===== config.mk =====
export PLATFORM = sky130hd
export DESIGN_NAME = float_accum
export DESIGN_NICKNAME = d
export VERILOG_FILES = /design/src/rtl/float16_pkg.sv /design/src/rtl/float_align_shift.sv /design/src/rtl/float_accum.sv
export SDC_FILE = /design/constraint.sdc
export NUM_CORES = 1
export LEC_CHECK = 0
export ABC_CLOCK_PERIOD_IN_PS = 5000
export CAP_MARGIN = 20
export CORE_MARGIN = 3
export CORE_UTILIZATION = 42
export CTS_BUF_LIST = sky130_fd_sc_hd__clkbuf_4 sky130_fd_sc_hd__clkbuf_8
export CTS_CLUSTER_DIAMETER = 60
export DETAILED_ROUTE_END_ITERATION = 12
export PLACE_DENSITY = 0.71
export SETUP_SLACK_MARGIN = 0.5
export SLEW_MARGIN = 20
export SYNTH_ARGS = -nofsm -noshare
export SYNTH_HDL_FRONTEND = slang
export SYNTH_SLANG_ARGS = --single-unit

===== constraint.sdc =====
create_clock -name clk -period 5 [get_ports clk]
set_clock_uncertainty 0.15 [all_clocks]
set_input_delay 1 -clock clk [delete_from_list [all_inputs] [get_ports clk]]
set_output_delay 1 -clock clk [all_outputs]
set_load 0.02 [all_outputs]

===== src/rtl/float16_pkg.sv =====
// Shared half-precision constants and the accumulator FSM state type.
// Imported by the accumulator and its alignment shifter.
package float16_pkg;

  localparam int EXP_BIAS = 15;
  localparam int EXP_W    = 5;
  localparam int MANT_W   = 10;

  localparam logic [14:0] MAX_MAG = 15'h7FFF;

  typedef enum logic [2:0] {
    IDLE,
    ALIGN,
    ADD,
    NORM,
    OUT
  } state_t;

endpackage


===== src/rtl/float_align_shift.sv =====
// Combinational right barrel shifter; shifts of W or more flush to zero.
// Ports: din (mantissa), sh (shift amount), dout (aligned mantissa).
module float_align_shift
  import float16_pkg::*;
#(
  parameter int W = 14
) (
  input  logic [W-1:0]     din,
  input  logic [EXP_W-1:0] sh,
  output logic [W-1:0]     dout
);

  always_comb begin
    if (int'(sh) >= W) dout = '0;
    else               dout = din >> sh;
  end

endmodule


===== src/rtl/float_accum.sv =====
// Sequential half-precision accumulator: align, add, normalize, output.
// Ports: clk/rst/clear, in_* operand handshake, out_* result handshake.
module float_accum
  import float16_pkg::*;
#(
  parameter int GUARD_BITS = 3
) (
  input  logic        clk,
  input  logic        rst,
  input  logic        clear,
  input  logic [15:0] in_data,
  input  logic        in_valid,
  input  logic        in_last,
  output logic        in_ready,
  output logic [15:0] out_data,
  output logic        out_valid,
  input  logic        out_ready
);

  localparam int W = MANT_W + 1 + GUARD_BITS;

  state_t state, state_nx;

  logic [15:0]      op;
  logic             op_last;
  logic             acc_s;
  logic [EXP_W-1:0] acc_e;
  logic [W:0]       acc_m;

  logic             al_sa, al_sb;
  logic [EXP_W-1:0] al_e;
  logic [W-1:0]     al_a, al_b;

  logic             op_zero, acc_zero;
  logic [W-1:0]     op_m;
  logic [EXP_W-1:0] op_e;
  logic             op_big;
  logic [EXP_W-1:0] diff;
  logic [W-1:0]     sh_in, sh_out;

  logic [W:0]       sum;
  logic             sum_s;

  logic             carry, hid, norm_stay;

  assign op_zero  = (op[14:0] == '0);
  assign acc_zero = (acc_m == '0);
  assign op_m     = {1'b1, op[MANT_W-1:0],
                     {GUARD_BITS{1'b0}}};
  assign op_e     = op[14:10];
  assign op_big   = (op_e > acc_e);
  assign diff     = op_big ? op_e - acc_e
                           : acc_e - op_e;
  assign sh_in    = op_big ? acc_m[W-1:0] : op_m;

  float_align_shift #(.W(W)) u_shift (
    .din  (sh_in),
    .sh   (diff),
    .dout (sh_out)
  );

  // Sign-magnitude add; larger magnitude sets sign.
  always_comb begin
    sum   = '0;
    sum_s = al_sa;
    if (al_sa == al_sb) begin
      sum = {1'b0, al_a} + {1'b0, al_b};
    end else if (al_a >= al_b) begin
      sum = {1'b0, al_a} - {1'b0, al_b};
    end else begin
      sum   = {1'b0, al_b} - {1'b0, al_a};
      sum_s = al_sb;
    end
  end

  assign carry = acc_m[W];
  assign hid   = acc_m[W-1];
  // Keep shifting left only while exponent room remains;
  // at exponent 0 the flush happens on the exit cycle.
  assign norm_stay = !acc_zero && !carry && !hid
                     && (acc_e != '0);

  always_ff @(posedge clk) begin
    if (rst) state <= IDLE;
    else     state <= state_nx;
  end

  always_comb begin
    state_nx = state;
    unique case (state)
      IDLE:  if (in_valid) state_nx = ALIGN;
      ALIGN: begin
        if (op_zero || acc_zero)
          state_nx = op_last ? OUT : IDLE;
        else
          state_nx = ADD;
      end
      ADD:   state_nx = NORM;
      NORM:  if (!norm_stay)
               state_nx = op_last ? OUT : IDLE;
      OUT:   if (out_ready) state_nx = IDLE;
      default: state_nx = IDLE;
    endcase
    if (clear) state_nx = IDLE;
  end

  always_comb begin
    in_ready  = (state == IDLE);
    out_valid = (state == OUT);
    out_data  = '0;
    if (state == OUT && !acc_zero)
      out_data = {acc_s, acc_e,
                  acc_m[W-2 -: MANT_W]};
  end

  always_ff @(posedge clk) begin
    if (rst) begin
      op      <= '0;
      op_last <= 1'b0;
      acc_s   <= 1'b0;
      acc_e   <= '0;
      acc_m   <= '0;
      al_sa   <= 1'b0;
      al_sb   <= 1'b0;
      al_e    <= '0;
      al_a    <= '0;
      al_b    <= '0;
    end else if (clear) begin
      acc_s <= 1'b0;
      acc_e <= '0;
      acc_m <= '0;
    end else begin
      unique case (state)
        IDLE: begin
          if (in_valid) begin
            op      <= in_data;
            op_last <= in_last;
          end
        end
        ALIGN: begin
          if (op_zero) begin
            acc_m <= acc_m;
          end else if (acc_zero) begin
            acc_s <= op[15];
            acc_e <= op_e;
            acc_m <= {1'b0, op_m};
          end else begin
            al_sa <= acc_s;
            al_sb <= op[15];
            al_e  <= op_big ? op_e : acc_e;
            al_a  <= op_big ? sh_out : acc_m[W-1:0];
            al_b  <= op_big ? op_m : sh_out;
          end
        end
        ADD: begin
          acc_m <= sum;
          acc_s <= (sum == '0) ? 1'b0 : sum_s;
          acc_e <= (sum == '0) ? '0 : al_e;
        end
        NORM: begin
          if (carry) begin
            if (acc_e == '1) begin
              // Overflow pins magnitude at MAX_MAG.
              acc_e <= MAX_MAG[14:10];
              acc_m <= {1'b0, {W{1'b1}}};
            end else begin
              acc_e <= acc_e + 1'b1;
              acc_m <= acc_m >> 1;
            end
          end else if (!acc_zero && !hid) begin
            if (acc_e == '0) begin
              acc_s <= 1'b0;
              acc_m <= '0;
            end else begin
              acc_e <= acc_e - 1'b1;
              acc_m <= acc_m << 1;
            end
          end
        end
        OUT: begin
          if (out_ready) begin
            acc_s <= 1'b0;
            acc_e <= '0;
            acc_m <= '0;
          end
        end
        default: begin
          acc_m <= acc_m;
        end
      endcase
    end
  end

endmodule


==> results of run 1 <==
metrics by stage:
stage	instance area, um^2	hold slack [ns]	worst slack, ns	power (mW)
5_1_grt	7670	0.342	0.522	1.91
3_5_place_dp	7430	0.304	0.700	1.27
3_3_place_gp	7430	0.303	0.837	1.27
2_1_floorplan	6940	0.287	1.44	1.12
6_report	7670	0.314	0.772	1.82
4_1_cts	7650	0.319	0.722	1.81
worst min path at each step:
stage | from | end | slack [ns] | cells past startpoint
after floorplan | op_last | op_last | 0.29 | 2
after global placement | op_last | op_last | 0.30 | 2
after detailed placement | op_last | op_last | 0.30 | 2
after CTS | op_last | op_last | 0.32 | 2
after global routing | op_last | op_last | 0.34 | 2
final | op_last | op_last | 0.31 | 2
registers in the layout (all words and copies together), names as in the netlist:
signal	flops
al_e	5
state	3
acc_s	1
al_a	14
op_last	1
al_sa	1
al_b	14
op	16
al_sb	1
acc_m	15
acc_e	5
where the power goes:
group          switching [mW]  internal [mW]
Clock                   0.263          0.283
Combinational           0.389          0.229
Sequential             0.0338          0.622
synth_stat cells, types with 3 or more instances:
master                        n
sky130_fd_sc_hd__nor2_1     102
sky130_fd_sc_hd__nand2_1     91
sky130_fd_sc_hd__a21oi_1     77
sky130_fd_sc_hd__dfxtp_1     76
sky130_fd_sc_hd__inv_1       59
sky130_fd_sc_hd__o21ai_0     57
sky130_fd_sc_hd__ha_1        55
sky130_fd_sc_hd__clkbuf_1    50
sky130_fd_sc_hd__a211oi_1    30
sky130_fd_sc_hd__nor3_1      28
sky130_fd_sc_hd__a221oi_1    27
sky130_fd_sc_hd__mux2i_1     21
sky130_fd_sc_hd__nand3_1     16
sky130_fd_sc_hd__a31oi_1     14
sky130_fd_sc_hd__xnor2_1     13
sky130_fd_sc_hd__and2_1      12
sky130_fd_sc_hd__nand2b_1    12
sky130_fd_sc_hd__or3_1       11
sky130_fd_sc_hd__and3_1      10
sky130_fd_sc_hd__nor4_1      10
sky130_fd_sc_hd__buf_2        9
sky130_fd_sc_hd__mux4_2       9
sky130_fd_sc_hd__nand4_1      9
sky130_fd_sc_hd__a211o_1      8
sky130_fd_sc_hd__a21o_1       8
sky130_fd_sc_hd__nor2b_1      7
sky130_fd_sc_hd__o211ai_1     7
sky130_fd_sc_hd__a311oi_1     6
sky130_fd_sc_hd__a31o_2       5
sky130_fd_sc_hd__fa_1         5
sky130_fd_sc_hd__o21a_1       5
sky130_fd_sc_hd__o21bai_1     5
sky130_fd_sc_hd__o22ai_1      5
sky130_fd_sc_hd__o311a_1      5
sky130_fd_sc_hd__a2111oi_0    4
sky130_fd_sc_hd__or2_2        4
sky130_fd_sc_hd__buf_4        3
sky130_fd_sc_hd__mux2_2       3
sky130_fd_sc_hd__nor3b_1      3
sky130_fd_sc_hd__o31ai_1      3
sky130_fd_sc_hd__or4_1        3
logic make-up after synthesis:
logic type,count (synthesis)
fa+ha+maj,60
buf+inv,124
simple gates,330
xor+xnor,15
compound gates,292
mux,34
flops,76
layer usage:
metal / global-route usage [%] / share of wire (%) / up-vias
met2: 37.7 / 45 / 344
met5: 0 / 0 / -
met1: 33.2 / 44 / 3260
li1: - / - / 3378
met3: 3.32 / 8.4 / 49
met4: 10.1 / 3.5 / 0
area by class of cell:
class,instances,area (um^2),area share (%)
multi-input combinational,731,4950,64.5
inverter,59,221,2.89
clock buffer,9,124,1.62
timing repair buffer,52,483,6.30
tap,216,270,3.53
clock inverter,7,98.8,1.29
sequential,76,1520,19.8
worst reg2reg max path: cells and delay by family, from the launching register on:
family	cells	cell delay, ns
AOI/OAI and AO/OA	7	1.90
and+or+nand+nor	3	0.88
adders and majority gates	1	0.45
DFF	1	0.42
xor gates and xnor gates	1	0.21
buffers and inverters	1	0.09
==> reports/summary.md, run 1 <==
The run finished with clean final reports. Timing would allow up to 0.236 GHz. The share of layout cells above drive strength 1 is 7.28%, and the worst-case headroom to the max-slew limit is 31.7%. STA classifies the critical path startpoint as a flip-flop. In this run the power density over the cells is 237 nW/um^2. The synthesized netlist devotes 1.89% of its cell area to XOR and XNOR gates. Synthesis produced a netlist with a net count of 1013. The number of different library cells used by synthesis comes to 76. For the starting utilization of the core area, the log shows 43.2%. The most critical setup path has its startpoint at al_a[2]. For this run, the number of Yosys warnings is 0. In this run the standard cell core region covers 16100 um^2. The tools report the count of vias placed by the detailed router as 7031. The number of antenna diodes in the final layout is 0. STA puts the critical path data arrival time at 4.33 ns.

Of all cell types, the one taking the most synthesized area is sky130_fd_sc_hd__dfxtp_1. The number of flip-flops and latches in the synthesized netlist was 76; the global-route wire length before repair was 34.8 mm. The final critical-path share of the clock period works out to 84.6%. The number of buffer and inverter instances along the worst setup path was 1. In this run, the number of DRC markers left after iteration 0 of detailed routing was 796. The run gives 6550 as the number of global-route vias before repair. The tool flagged a number of max-cap violations equal to 0.

The run gives 0 as the number of DRC violations after detailed routing. The logs give 0.77 ns for the reg2reg setup slack and 9 for the CTS buffer count. The largest incremental delay on the critical path was 0.54 ns. The signed area change from the synthesized netlist to the final layout is 10.4%, and the adder-cell share of the synthesized area is 11.4%.

The worst setup path is of the reg -> reg kind. The largest fanout on the critical path was 12; the shortest clock period the worst path allows after layout was 4.23 ns. The worst-case IR drop observed on VDD is 0.000169 V.

For this run, the detailed router's first-pass iteration total came to 7. Final standard cell count with taps included and fillers excluded: 1150. The slowest stage of the critical path is the sky130_fd_sc_hd__a221oi_1 cell. By area, the combinational part of the netlist is dominated by compound AO/OA/AOI/OAI gates. The library cell used most frequently in the layout, excluding fill and tap cells, is sky130_fd_sc_hd__nor2_1. Among all flip-flop cells after synthesis, the most frequent one is sky130_fd_sc_hd__dfxtp_1. The boundary pin count was 40; the share of synthesized flip-flops with an asynchronous set or reset was 0%.

The logs give 6940 um^2 for the area of the mapped netlist and 1011 for the net count reported at finish. The post-cts gate resize count is 0, and the average instance area after synthesis is 7.46 um^2. The later pin in the worst-skew pair is clocked with a latency of 0.39 ns. Clock tree synthesis found a total of 76 sinks.

The final layout contains routed wiring with a total length of 21.8 mm. The routed wirelength normalized by instance count works out to 19.0 um. The logic depth of the worst path, buffers included was 13. The number of core rows was 46. Input and output buffers added on the ports amount to 39. The number of H-tree branching levels was 3.

Leaving out fill and tap cells, the most frequent cells in the layout are sky130_fd_sc_hd__nor2_1 (102), sky130_fd_sc_hd__nand2_1 (91), sky130_fd_sc_hd__a21oi_1 (77). TritonCTS built the clock tree. Setup violations remaining at the end of the flow were counted as 0. The startpoint of the worst-slack reg-to-reg timing path is al_a[2]. Worst reg2reg path depth: 13.

For the number of instances in the synthesized netlist, the log shows 931. The cell at the root of the clock tree was sky130_fd_sc_hd__clkbuf_8. The share of the synthesized area in compound gates (AO/OA/AOI/OAI) works out to 28.4%.

The number of endpoints with negative hold slack in the final report was 0; the global-route usage over all layers was 24.0%. Among the stages of the critical path, the cell type that occurs most often is sky130_fd_sc_hd__a221oi_1. Summing the areas of all and, or, nand and nor instances in the mapped netlist gives 22.7% of the synthesized area. The portion of netlist area occupied by mux cells came out at 6.63%. For the count of hold-fix buffers inserted at cts, the log shows 0. The horizontal extent of the die is 135 um, and the detailed-route vias per instance is 6.11.

The tools report the final design utilization as 47.7%. Yosys attributes the largest share of cell area to sky130_fd_sc_hd__dfxtp_1 (22%), sky130_fd_sc_hd__ha_1 (9.9%), sky130_fd_sc_hd__a21oi_1 (5.6%). Setup repair after global routing left no endpoint under its margin.

The congestion estimate from routability-driven global placement came to 0.939. For the pin with the worst max-slew slack, the measured transition is 1.02 ns. Kind of end point of the critical path: a flip-flop.

Data on the critical path is required at its endpoint by 5.10 ns. The initial antenna violation count was 0. The filler cell count was 1620; the height of the die was 135 um. The largest buffer count on any clock path was 2; the post-CTS clock slew at the launch and capture registers of the worst setup and hold paths was 0.10 ns. Once the clock tree was built, the setup fixing pass inserted 0 buffers. Share of the synthesized area in the top cell type: 21.9%. The number of synthesized flops with an enable pin was 0.

The signal on the critical path passes through inv_1 > ha_1 > nor2b_1 > o221ai_1 > a221oi_1 > a221oi_1 > o311a_1 > a31oi_1 > xnor2_1 > nor4_2 > nand4_2 > a32oi_1 > a211oi_1. Following the worst setup path forward leads to its endpoint at acc_s. The run gives 51 as the pin count of the biggest net entering global routing. The count of nets left with antenna violations once routing finished came out at 0. Summed over all failing endpoints, the final setup total negative slack is 0 ns. The cell family contributing the most delay on the critical path is compound AO/OA/AOI/OAI gates. In this run the worst hold path is classified as reg -> reg.

The capture point of the worst reg-to-reg path is acc_s. The analysis attributes to cell leakage a power of 2.93 nW. For the sequential share of the synthesized area, the log shows 21.9%. The tools report the final count of pins violating max slew as 0.

The HPWL after detailed placement is 16.2 mm. The die covers 18100 um^2. In this run, placement finished with an instance count of 1134. For the global route total overflow, the log shows 0.
No activity file was read; power rests on OpenSTA's default activity.
==> inputs of run 2 (changes only) <==
Settings changed: ABC_CLOCK_PERIOD_IN_PS 5000 to 3400, PLACE_DENSITY 0.71 to 0.73.
Clock period 5 ns to 3.4 ns, I/O delays scaled along.
==> reports/summary.md, run 2 (synthesized netlist as in run 1, its figures left out) <==
The number of global-route vias before repair is 7941 (was 6550). The tools report the final count of pins violating max slew as 0 (unchanged). The fraction of power consumed by combinational cells came out at 53.5% (was 33.9%). The tools report the startpoint of the worst-slack reg-to-reg timing path as al_b[0] (was al_a[2]). The horizontal extent of the die works out to 135 um (unchanged). The startpoint of the most critical hold path is op_last (unchanged). The initial antenna violation count was 0 (unchanged); the met2 demand-to-capacity share in global routing was 47.5% (was 37.7%). The category of the critical setup timing path was reg -> reg (unchanged).

The number of flip-flops under the largest register name works out to 16 (unchanged). Maximum resistive drop on vdd: 0.000239 V (was 0.000169 V). The run finished, with violations left.

Most frequent standard cell in the layout excluding fill and tap cells: sky130_fd_sc_hd__buf_4 (was sky130_fd_sc_hd__nor2_1). The checks that failed: setup timing. The run gives 0.268 GHz (was 0.236 GHz) as the peak clock frequency supported by timing.

The tools report the number of core rows as 46 (unchanged). The fraction of power consumed by the clock network was 18.6% (was 30.0%); the switching share of power was 39.7% (was 37.7%). For the final design utilization, the log shows 66.2% (was 47.7%). The count of hold-fix buffers inserted at cts is 0 (unchanged), and the detailed-route vias per instance is 6.22 (was 6.11). The insertion delay of the later-clocked pin in the worst-skew pair is 0.38 ns (was 0.39 ns). The power density over cell area came out at 321 nW/um^2 (was 237 nW/um^2). The hold path depth was 2 (unchanged). End point of the most critical hold path: op_last (unchanged). The setup slack of the critical path after layout is -0.336 ns (was 0.772 ns). The final critical-path share of the clock period is 110% (was 84.6%), and the number of DRC markers after the initial detailed-route iteration is 1276 (was 796). The cell at the root of the clock tree was sky130_fd_sc_hd__clkbuf_8 (unchanged).

For the starting utilization of the core area, the log shows 43.2% (unchanged). The largest incremental delay on the critical path works out to 0.39 ns (was 0.54 ns). The wire length after detailed routing was 28.8 mm (was 21.8 mm).

The tools report the category of the worst setup path launch point as a flip-flop (unchanged). The capture point of the worst reg-to-reg path was acc_e[1] (was acc_s). The reg2reg setup slack is -0.34 ns (was 0.77 ns). The post-CTS clock slew at the launch and capture registers of the worst setup and hold paths was 0.09 ns (was 0.10 ns). The number of DRC violations after detailed routing was 0 (unchanged); the total of endpoints with negative setup slack in the final report was 16 (was 0). Final standard cell count with taps included and fillers excluded: 1373 (was 1150). Setup repair after global routing could not meet its margin everywhere.

TritonCTS built the clock tree. Internal portion of total power: 2.06 mW (was 1.13 mW). Area of the die: 18100 um^2 (unchanged).

The CTS buffer count is 9 (unchanged). Signed area change from the synthesized netlist to the final layout: 53.1% (was 10.4%). The share of layout cells above drive strength 1 works out to 40.4% (was 7.28%). Most heavily used metal layer in global routing: met2 (unchanged).

The transition time at the pin with the least slew margin was 0.788 ns (was 1.02 ns); the weighted congestion at the end of routability-driven global placement was 0.965 (was 0.939). For the met3 track demand over resource, the log shows 4.88% (was 3.32%). The logs give 0 (unchanged) for the number of antenna cells inserted and 1205 (was 1620) for the filler cell count.

Number of endpoints with negative hold slack in the final report: 0 (unchanged). The run gives 16100 um^2 (unchanged) as the area inside the core boundary. The largest buffer count on any clock path is 2 (unchanged). Leading registers by flop count: op x16, acc_m x15 (unchanged). The data arrival time of the critical path came out at 3.83 ns (was 4.33 ns). The run gives 8534 (was 7031) as the count of vias placed by the detailed router.

The run gives 6 (was 7) as the number of iterations in the first detailed-routing pass. The library cell appearing most often on the critical path is sky130_fd_sc_hd__buf_6 (was sky130_fd_sc_hd__a221oi_1). The global routing met1 resource utilization came out at 36.6% (was 33.2%).

The height of the die came out at 135 um (unchanged). The tools report the worst-case headroom to the max-slew limit as 47.5% (was 31.7%). Leading cell types in the layout, fill and taps excluded: sky130_fd_sc_hd__buf_4 (201), sky130_fd_sc_hd__nor2_1 (95), sky130_fd_sc_hd__nand2_1 (88) (was sky130_fd_sc_hd__nor2_1 (102), sky130_fd_sc_hd__nand2_1 (91), sky130_fd_sc_hd__a21oi_1 (77)).

For the power spent charging and discharging nets, the log shows 1.35 mW (was 0.685 mW). The tools report the source of the critical timing path as al_b[0] (was al_a[2]). Routed wirelength normalized by instance count: 20.9 um (was 19.0 um).

The number of buffer and inverter instances along the worst setup path was 5 (was 1). The largest register by flop count is op (unchanged). The tools report the final antenna-violating net count as 0 (unchanged). The worst reg2reg path depth was 17 (was 13). The global-route wire length before repair is 42.0 mm (was 34.8 mm). The kind of end point of the critical path was a flip-flop (unchanged). The worst hold-check path type was reg -> reg (unchanged). The net count reported at finish was 1234 (was 1011).

The shortest clock period the worst path allows after layout was 3.74 ns (was 4.23 ns); the sequential share of power was 27.9% (was 36.0%). The cell type of the slowest stage on the worst timing path was sky130_fd_sc_hd__fa_2 (was sky130_fd_sc_hd__a221oi_1). The logs give 44 (was 51) for the pin count of the biggest net entering global routing and 28.8% (was 24.0%) for the global-route usage over all layers. The critical path data required time was 3.49 ns (was 5.10 ns); the static leakage was 4.32 nW (was 2.93 nW). The logs give 1287 (was 1134) for the number of instances in the placed design and 18.7 mm (was 16.2 mm) for the detailed placement HPWL. The boundary pin count is 40 (unchanged). Critical path, cell by cell: buf_6 > ha_4 > inv_2 > fa_2 > a21o_1 > a221oi_2 > buf_4 > buf_6 > o21bai_4 > a211o_1 > a31o_2 > xnor2_2 > nor4_2 > nand4_2 > buf_6 > a31oi_1 > nor3_1 (was inv_1 > ha_1 > nor2b_1 > o221ai_1 > a221oi_1 > a221oi_1 > o311a_1 > a31oi_1 > xnor2_1 > nor4_2 > nand4_2 > a32oi_1 > a211oi_1). The largest fanout on the critical path came out at 5 (was 12). The final hold slack came out at 0.319 ns (was 0.314 ns). The port buffer count works out to 39 (unchanged). The clock net sink count was 76 (unchanged). The dominant delay contributor by cell family on the critical path is compound AO/OA/AOI/OAI gates (unchanged). The max-cap violation count came out at 0 (unchanged).

The run gives 3 (unchanged) as the number of H-tree branching levels. The tools report the global route total overflow as 0 (unchanged).
==> run 2: cell types whose count changed in the layout (fill, tap and decap cells not counted), sizes merged <==
cell | before | now
a21o | 9 | 10
buf | 14 | 234
dlygate4sd2 | 0 | 12
bufinv | 2 | 0
clkinv | 3 | 4
clkdlybuf4s50 | 38 | 26
mux2 | 3 | 4
a21oi | 79 | 80
clkbuf | 9 | 10
==> run 2: area by class of cell <==
type	instances	area [um^2]	area share, %
clock inverter	6	40.0	0.377
multi-input combinational	734	6150	57.8
timing repair buffer	272	2260	21.3
tap	216	270	2.54
inverter	59	226	2.13
clock buffer	10	131	1.24
sequential	76	1550	14.6
==> run 2: worst max-delay path by stage <==
| stage | to | depth (start not counted) | slack, ns |
|---|---|---|---|
| 2_1_floorplan | al_a[6] | 13 | -0.01 |
| 3_3_place_gp | acc_e[1] | 14 | -0.28 |
| 3_5_place_dp | acc_e[3] | 14 | -0.37 |
| 4_1_cts | acc_e[1] | 15 | -0.07 |
| 5_1_grt | acc_e[1] | 17 | -0.46 |
| 6_report | acc_e[1] | 17 | -0.34 |
==> run 2: power groups by stage <==
stage | combinational, mW | sequential, mW | clock (mW)
finish | 1.82 | 0.951 | 0.633
global route | 1.90 | 0.951 | 0.674
global placement | 1.12 | 0.965 | 0
floorplan | 0.740 | 0.960 | 0
detailed placement | 1.13 | 0.966 | 0
CTS | 1.50 | 0.947 | 0.631
==> run 2: metrics by stage <==
stage	total power [mW]	setup slack, ns	setup TNS (ns)	instance area (um^2)
after global routing	3.53	-0.462	-4.15	10600
after CTS	3.07	-0.0709	-0.127	9960
final	3.41	-0.336	-2.07	10600
after global placement	2.09	-0.284	-2.03	8680
after detailed placement	2.10	-0.373	-3.32	8680
after floorplan	1.70	-0.00974	-0.00974	7070
==> run 2: routing by layer <==
metal  vias to the layer above  share of wire, %
li1                       3838                 -
met1                      3997                39
met2                       538                46
met3                       161               8.4
met4                         0               6.7
met5                         -                 0
==> run 2: what timing repair did <==
action / CTS / global route
endpoints found under the setup margin: 59 / 47
gates cloned: 3 / 0
setup buffers: 42 / 25
pin swaps: 61 / 60
gates resized for setup: 167 / 107
==> run 2: worst register-to-register path, stage by stage (launching register included) <==
cell	delay (ns)
sky130_fd_sc_hd__dfxtp_2	0.34
sky130_fd_sc_hd__buf_6	0.10
sky130_fd_sc_hd__ha_4	0.13
sky130_fd_sc_hd__inv_2	0.04
sky130_fd_sc_hd__fa_2	0.39
sky130_fd_sc_hd__a21o_1	0.22
sky130_fd_sc_hd__a221oi_2	0.26
sky130_fd_sc_hd__buf_4	0.17
sky130_fd_sc_hd__buf_6	0.10
sky130_fd_sc_hd__o21bai_4	0.05
sky130_fd_sc_hd__a211o_1	0.25
sky130_fd_sc_hd__a31o_2	0.26
sky130_fd_sc_hd__xnor2_2	0.16
sky130_fd_sc_hd__nor4_2	0.37
sky130_fd_sc_hd__nand4_2	0.22
sky130_fd_sc_hd__buf_6	0.19
sky130_fd_sc_hd__a31oi_1	0.14
sky130_fd_sc_hd__nor3_1	0.06
